`config.mk`:
```
export PLATFORM = sky130hd
export DESIGN_NAME = ps2_rx_flat
export DESIGN_NICKNAME = d
export VERILOG_FILES = /design/src/rtl/ps2_pkg.sv /design/src/rtl/ps2_if.sv /design/src/rtl/ps2_line_filter.sv /design/src/rtl/ps2_rx.sv /design/src/flat_wrapper.sv
export SDC_FILE = /design/constraint.sdc
export NUM_CORES = 1
export LEC_CHECK = 0
export CAP_MARGIN = 0
export CELL_PAD_IN_SITES_DETAIL_PLACEMENT = 1
export CELL_PAD_IN_SITES_GLOBAL_PLACEMENT = 1
export CORE_ASPECT_RATIO = 0.8
export CORE_UTILIZATION = 40
export CTS_CLUSTER_DIAMETER = 40
export DETAILED_ROUTE_END_ITERATION = 16
export MAX_ROUTING_LAYER = met4
export PLACE_DENSITY_LB_ADDON = 0.1
export SYNTH_ARGS = -nofsm -noshare
export SYNTH_HDL_FRONTEND = slang
export SYNTH_SLANG_ARGS = --single-unit
```
`constraint.sdc`:
```
create_clock -name clk -period 5.1 [get_ports clk]
set_input_delay 1.53 -clock clk [delete_from_list [all_inputs] [get_ports clk]]
set_output_delay 1.53 -clock clk [all_outputs]
set_load 0.02 [all_outputs]
```
`src/rtl/ps2_pkg.sv`:
```
// Shared types and constants for the PS/2 receive path.
// Holds the receiver state encoding, frame width and default timing parameters.
package ps2_pkg;

    localparam int DATA_BITS       = 8;
    localparam int FILTER_LEN_DEF  = 8;
    localparam int TIMEOUT_CYC_DEF = 100000;

    typedef enum logic [1:0] {
        S_IDLE   = 2'd0,
        S_DATA   = 2'd1,
        S_PARITY = 2'd2,
        S_STOP   = 2'd3
    } ps2_state_e;

    // PS/2 uses odd parity: data bits plus parity bit carry an odd count of ones
    function automatic logic parity_ok(input logic [DATA_BITS-1:0] data, input logic par);
        return ^{data, par};
    endfunction

endpackage

```
`src/rtl/ps2_if.sv`:
```
// Bundle of the PS/2 line inputs and received-byte outputs.
// The device side (master) drives the lines; the receiver (slave) reports bytes.
interface ps2_if;
    import ps2_pkg::*;

    logic                 ps2_clk;
    logic                 ps2_data;
    logic [DATA_BITS-1:0] rx_byte;
    logic                 rx_valid;
    logic                 rx_err;
    logic                 busy;

    modport master (
        output ps2_clk, ps2_data,
        input  rx_byte, rx_valid, rx_err, busy
    );

    modport slave (
        input  ps2_clk, ps2_data,
        output rx_byte, rx_valid, rx_err, busy
    );

endinterface

```
`src/rtl/ps2_line_filter.sv`:
```
// Synchronizes a raw PS/2 line, debounces it with a run-length filter and
// emits a one-cycle strobe when the filtered level falls.
module ps2_line_filter
    import ps2_pkg::*;
#(
    parameter int FILTER_LEN = FILTER_LEN_DEF
) (
    input  logic clk,
    input  logic rst,
    input  logic i_line,
    output logic o_fall
);

    localparam int              CW       = (FILTER_LEN < 2) ? 1 : $clog2(FILTER_LEN);
    localparam logic [CW-1:0]   CNT_LAST = CW'(FILTER_LEN - 1);
    localparam logic [CW-1:0]   CNT_ONE  = CW'(1);

    logic          r_meta;
    logic          r_sync;
    logic          r_level;
    logic          r_fall;
    logic [CW-1:0] r_cnt;

    logic          w_level_nxt;
    logic          w_fall_nxt;
    logic [CW-1:0] w_cnt_nxt;

    // Run-length filter: the level follows only after FILTER_LEN differing samples
    always_comb begin
        w_level_nxt = r_level;
        w_fall_nxt  = 1'b0;
        w_cnt_nxt   = r_cnt;
        if (r_sync != r_level) begin
            if (r_cnt == CNT_LAST) begin
                w_level_nxt = r_sync;
                w_fall_nxt  = r_level;
                w_cnt_nxt   = {CW{1'b0}};
            end else begin
                w_cnt_nxt   = r_cnt + CNT_ONE;
            end
        end else begin
            w_cnt_nxt = {CW{1'b0}};
        end
    end

    // Synchronizer and filter state; reset to idle-high so no edge follows reset
    always_ff @(posedge clk) begin
        if (rst) begin
            r_meta  <= 1'b1;
            r_sync  <= 1'b1;
            r_level <= 1'b1;
            r_fall  <= 1'b0;
            r_cnt   <= {CW{1'b0}};
        end else begin
            r_meta  <= i_line;
            r_sync  <= r_meta;
            r_level <= w_level_nxt;
            r_fall  <= w_fall_nxt;
            r_cnt   <= w_cnt_nxt;
        end
    end

    assign o_fall = r_fall;

endmodule

```
`src/rtl/ps2_rx.sv`:
```
// PS/2 device-to-host frame receiver: start, 8 data bits LSB first, odd parity, stop.
// Reports each good byte with rx_valid and each bad or stalled frame with rx_err.
module ps2_rx
    import ps2_pkg::*;
#(
    parameter int FILTER_LEN  = FILTER_LEN_DEF,
    parameter int TIMEOUT_CYC = TIMEOUT_CYC_DEF
) (
    input  logic clk,
    input  logic rst,
    ps2_if.slave bus
);

    localparam int            TW      = $clog2(TIMEOUT_CYC + 1);
    localparam logic [TW-1:0] TO_LAST = TW'(TIMEOUT_CYC - 1);
    localparam logic [TW-1:0] TO_ONE  = TW'(1);
    localparam logic [TW-1:0] TO_ZERO = {TW{1'b0}};

    ps2_state_e           r_state;
    logic [DATA_BITS-1:0] r_shift;
    logic [2:0]           r_bitcnt;
    logic                 r_par;
    logic [TW-1:0]        r_tcnt;
    logic [DATA_BITS-1:0] r_byte;
    logic                 r_valid;
    logic                 r_err;
    logic                 r_busy;
    logic                 r_data_meta;
    logic                 r_data_sync;

    ps2_state_e           w_state_nxt;
    logic [DATA_BITS-1:0] w_shift_nxt;
    logic [2:0]           w_bitcnt_nxt;
    logic                 w_par_nxt;
    logic [TW-1:0]        w_tcnt_nxt;
    logic [DATA_BITS-1:0] w_byte_nxt;
    logic                 w_valid_nxt;
    logic                 w_err_nxt;
    logic                 w_fall;

    ps2_line_filter #(
        .FILTER_LEN (FILTER_LEN)
    ) u_clk_filter (
        .clk    (clk),
        .rst    (rst),
        .i_line (bus.ps2_clk),
        .o_fall (w_fall)
    );

    // Data line needs only synchronizing; it is sampled on filtered clock falls
    always_ff @(posedge clk) begin
        if (rst) begin
            r_data_meta <= 1'b1;
            r_data_sync <= 1'b1;
        end else begin
            r_data_meta <= bus.ps2_data;
            r_data_sync <= r_data_meta;
        end
    end

    // Next-state, frame assembly and inter-edge timeout
    always_comb begin
        w_state_nxt  = r_state;
        w_shift_nxt  = r_shift;
        w_bitcnt_nxt = r_bitcnt;
        w_par_nxt    = r_par;
        w_tcnt_nxt   = r_tcnt;
        w_byte_nxt   = r_byte;
        w_valid_nxt  = 1'b0;
        w_err_nxt    = 1'b0;

        if (r_state == S_IDLE) begin
            w_tcnt_nxt = TO_ZERO;
        end else if (w_fall) begin
            w_tcnt_nxt = TO_ONE;
        end else if (r_tcnt >= TO_LAST) begin
            w_state_nxt = S_IDLE;
            w_err_nxt   = 1'b1;
            w_tcnt_nxt  = TO_ZERO;
        end else begin
            w_tcnt_nxt = r_tcnt + TO_ONE;
        end

        if (w_fall) begin
            case (r_state)
                S_IDLE: begin
                    if (!r_data_sync) begin
                        w_state_nxt  = S_DATA;
                        w_shift_nxt  = {DATA_BITS{1'b0}};
                        w_bitcnt_nxt = 3'd0;
                        w_tcnt_nxt   = TO_ONE;
                    end else begin
                        w_state_nxt = S_IDLE;
                    end
                end
                S_DATA: begin
                    w_shift_nxt  = {r_data_sync, r_shift[DATA_BITS-1:1]};
                    w_bitcnt_nxt = r_bitcnt + 3'd1;
                    if (r_bitcnt == 3'd7) begin
                        w_state_nxt = S_PARITY;
                    end else begin
                        w_state_nxt = S_DATA;
                    end
                end
                S_PARITY: begin
                    w_par_nxt   = r_data_sync;
                    w_state_nxt = S_STOP;
                end
                S_STOP: begin
                    if (parity_ok(r_shift, r_par) && r_data_sync) begin
                        w_byte_nxt  = r_shift;
                        w_valid_nxt = 1'b1;
                    end else begin
                        w_err_nxt   = 1'b1;
                    end
                    w_state_nxt = S_IDLE;
                    w_tcnt_nxt  = TO_ZERO;
                end
                default: begin
                    w_state_nxt = S_IDLE;
                    w_tcnt_nxt  = TO_ZERO;
                end
            endcase
        end else begin
            w_par_nxt = r_par;
        end
    end

    // State and output registers
    always_ff @(posedge clk) begin
        if (rst) begin
            r_state  <= S_IDLE;
            r_shift  <= {DATA_BITS{1'b0}};
            r_bitcnt <= 3'd0;
            r_par    <= 1'b0;
            r_tcnt   <= TO_ZERO;
            r_byte   <= {DATA_BITS{1'b0}};
            r_valid  <= 1'b0;
            r_err    <= 1'b0;
            r_busy   <= 1'b0;
        end else begin
            r_state  <= w_state_nxt;
            r_shift  <= w_shift_nxt;
            r_bitcnt <= w_bitcnt_nxt;
            r_par    <= w_par_nxt;
            r_tcnt   <= w_tcnt_nxt;
            r_byte   <= w_byte_nxt;
            r_valid  <= w_valid_nxt;
            r_err    <= w_err_nxt;
            r_busy   <= (w_state_nxt != S_IDLE);
        end
    end

    assign bus.rx_byte  = r_byte;
    assign bus.rx_valid = r_valid;
    assign bus.rx_err   = r_err;
    assign bus.busy     = r_busy;

endmodule

```
`src/flat_wrapper.sv`:
```
// flat-port wrapper written by rule: the top's interface ports become plain ports
module ps2_rx_flat import ps2_pkg::*;
#(
    parameter int FILTER_LEN  = FILTER_LEN_DEF,
    parameter int TIMEOUT_CYC = TIMEOUT_CYC_DEF
)
  (clk, rst, bus_ps2_clk, bus_ps2_data, bus_rx_byte, bus_rx_valid, bus_rx_err, bus_busy);
  ps2_if bus_i ();
  input  logic clk;
  input  logic rst;
  input wire logic [$bits(bus_i.ps2_clk)-1:0] bus_ps2_clk;
  input wire logic [$bits(bus_i.ps2_data)-1:0] bus_ps2_data;
  output wire logic [$bits(bus_i.rx_byte)-1:0] bus_rx_byte;
  output wire logic [$bits(bus_i.rx_valid)-1:0] bus_rx_valid;
  output wire logic [$bits(bus_i.rx_err)-1:0] bus_rx_err;
  output wire logic [$bits(bus_i.busy)-1:0] bus_busy;
  assign bus_i.ps2_clk = bus_ps2_clk;
  assign bus_i.ps2_data = bus_ps2_data;
  assign bus_rx_byte = bus_i.rx_byte;
  assign bus_rx_valid = bus_i.rx_valid;
  assign bus_rx_err = bus_i.rx_err;
  assign bus_busy = bus_i.busy;
  ps2_rx #(.FILTER_LEN(FILTER_LEN), .TIMEOUT_CYC(TIMEOUT_CYC)) u_core (.clk(clk), .rst(rst), .bus(bus_i));
endmodule
```
==> flow_metrics.py <==
metrics = {
    "worst_setup_path": {
        "r2r-start": "u_core.r_tcnt[13]",
        "startpoint_type": "input port",
        "rrSetupSlack_ps": 3050,
        "worstPathMaxFanout": 17,
        "startpoint": "rst",
        "cp.arrival_ps": 3010,
        "cp.required_ps": 5260,
        "rr_endpoint": "u_core.r_tcnt[0]",
        "rr_worst_depth": 4,
        "critPathKind": "in2reg",
        "cp-end-kind": "flip-flop",
    },
    "sta": {
        "fmax_ghz": 0.351,
        "max_slew_margin": 0.521,
        "period_share": 0.558,
        "grt_setup_unrepaired": "no",
        "fin_ws_ps": 2250,
        "hold_slack_ps": 413,
        "post-route-min-period_ps": 2850,
        "drv_slew": 0,
        "tightest_slew_ps": 718,
        "setup_violations": 0,
        "skew_ps": 6.96,
        "setup-tns-final_ps": 0,
        "finalHoldViolations": 0,
    },
    "clocking": {
        "cts_resized": 0,
        "cts.path.max_buffers": 2,
        "post_cts_buffers": 0,
        "holdBufCountCts": 0,
        "cts_max_level": 2,
        "insertion_delay_ps": 300,
        "clock_sinks": 51,
        "cts_root_buf": "clkbuf_8",
        "cts_tree": "done",
        "tritoncts.num_buffers": 5,
        "clkTransAtPathRegs_ps": 80,
    },
    "logic_synthesis": {
        "synth_area_leaders": "dfxtp_1 (46%), nor2_1 (6.8%), ha_1 (5.1%)",
        "synthTopCellsByCount": "dfxtp_1 (51), nor2_1 (40), a21oi_1 (14), nand3_1 (14), nand2_1 (13)",
        "yosysTopAreaCellShare": 0.460,
        "synth-edff-count": 0,
        "ys_async_sr_fraction": 0,
        "synthMostInstantiatedCell": "dfxtp_1",
        "synth_top_area_cell": "dfxtp_1",
        "syn-num-nets": 254,
        "netlist_area_um2": 2220,
        "syn_inst": 241,
        "synth.distinct_cells": 40,
        "ys_warn_count": 0,
        "syn_avg_cell_area_um2": 9.21,
        "synth.yosys.seq_area_share": 0.460,
        "ys_ff_latch": 51,
        "synthFlopType": "dfxtp_1",
    },
    "detailed_routing": {
        "routed_via_density": 5.19,
        "first_iter_violations": 73,
        "vias": 1652,
        "drc": 0,
        "routed_wl_mm": 4.28,
        "routedWlPerCell_um": 13.4,
        "drtAntennaViolNets": 0,
        "firstDrtPassIters": 4,
    },
    "finish": {
        "design_area_um2": 2510,
        "fin_cells": 318,
        "fin_util": 0.484,
        "drive_above_1_share": 0.0781,
        "layout.nets": 269,
        "areaGrowthSynthToFinish_pct": 13.0,
        "diodes": 0,
    },
    "worst_hold_path": {
        "worstHoldStart": "u_core.u_clk_filter.r_meta",
        "min_to": "u_core.u_clk_filter.r_sync",
        "hold_class": "reg2reg",
        "whs_path_depth": 1,
    },
    "die": {
        "die_x_um": 85.3,
        "die_h_um": 68.6,
        "die_area_um2": 5850,
        "initial_utilization": 0.429,
        "num_rows": 23,
        "ios": 15,
        "core_area_um2": 5180,
    },
    "placement": {
        "gp_congestion": 0.727,
        "io_buffers": 14,
        "dp_cells": 311,
        "dp_hpwl_mm": 3.01,
        "post-place-ws_ps": 1920,
        "placed_area_um2": 2420,
    },
    "global_route": {
        "grt_max_degree": 21,
        "grt_antenna_before_repair": 0,
        "gr-total-overflow": 0,
        "grt_usage": 0.173,
        "grt_pass1_wl_mm": 7.60,
        "grt_pass1_vias": 1558,
    },
    "power_and_ir_drop": {
        "p_per_area_nw_per_um2": 258,
        "vdd_drop_max_mv": 0.102,
        "total_power_uw": 648,
        "p_leak_nw": 0.993,
    },
    "outcome": {
        "status": "finished, final reports clean",
    },
    "flow_run": {
        "maxCapViolCount": 0,
    },
}
## cell type report
type,instances,area [um^2]
Fill cell,623,2670
Multi-Input combinational cell,177,1150
Sequential cell,51,1020
Timing Repair Buffer,16,155
Clock buffer,6,82.6
Tap cell,62,77.6
Inverter,5,18.8
Clock inverter,1,5.00
## logic make-up after synthesis
kind of cell | Yosys count | synth area share
muxes | 11 | 0.0558
xor gates and xnor gates | 21 | 0.0958
and+or+nand+nor | 106 | 0.234
adders and majority gates | 9 | 0.0507
AOI/OAI and AO/OA | 30 | 0.0812
buffers and inverters | 13 | 0.0225
DFF | 51 | 0.460
## critical path, stage by stage
cell and delay [ps]:
clkdlybuf4s50_1 880, nor2_1 130, o21ai_2 310, o22ai_1 150
## sequential cells by signal, indices dropped and copies added (netlist names)
name and count:
u_core.bus.busy 1, u_core.bus.rx_byte 8, u_core.bus.rx_err 1, u_core.bus.rx_valid 1, u_core.r_bitcnt 3, u_core.r_data_meta 1
u_core.r_data_sync 1, u_core.r_par 1, u_core.r_shift 8, u_core.r_state 2, u_core.r_tcnt 17, u_core.u_clk_filter.o_fall 1
u_core.u_clk_filter.r_cnt 3, u_core.u_clk_filter.r_level 1, u_core.u_clk_filter.r_meta 1, u_core.u_clk_filter.r_sync 1
## where the power goes
| part | internal (mW) | switching [mW] | leakage (nW) |
|---|---|---|---|
| Clock | 0.107 | 0.129 | 0.0470 |
| Sequential | 0.400 | 0.00142 | 0.412 |
| Combinational | 0.00508 | 0.00625 | 0.534 |
## metal layers
metal | vias to the layer above | share of wire | track usage
met5 | - | 0 | -
met4 | 0 | 0.012 | 0.0625
met3 | 5 | 0.028 | 0.0357
met2 | 21 | 0.39 | 0.238
met1 | 778 | 0.57 | 0.249
li1 | 848 | - | -
## how the worst max path moves through the flow
| stage | cells after the start | to | slack [ps] |
|---|---|---|---|
| after floorplan | 4 | u_core.bus.rx_byte[5] | 2610 |
| after global placement | 4 | u_core.r_tcnt[0] | 1950 |
| after detailed placement | 4 | u_core.r_tcnt[0] | 1920 |
| after CTS | 4 | u_core.r_tcnt[0] | 2230 |
| after global routing | 4 | u_core.r_tcnt[0] | 2100 |
| final | 4 | u_core.r_tcnt[0] | 2250 |
## cell usage in the layout (no fill, tap or decap), drive strengths merged, types with 2 or more instances in the layout
cell type	instances
nand2	13
or3	2
nor4	2
dfxtp	51
nand2b	3
xor2	9
nor2	40
buf	2
o22ai	3
nor2b	4
nand3	14
a211o	2
mux2i	10
and3	11
inv	5
o21ai	5
nand4	2
ha	9
clkbuf	6
nor3	4
and2	2
or2	5
xnor2	10
a21oi	14
clkdlybuf4s50	14
xnor3	2
Power figures use the tool's default switching activity.
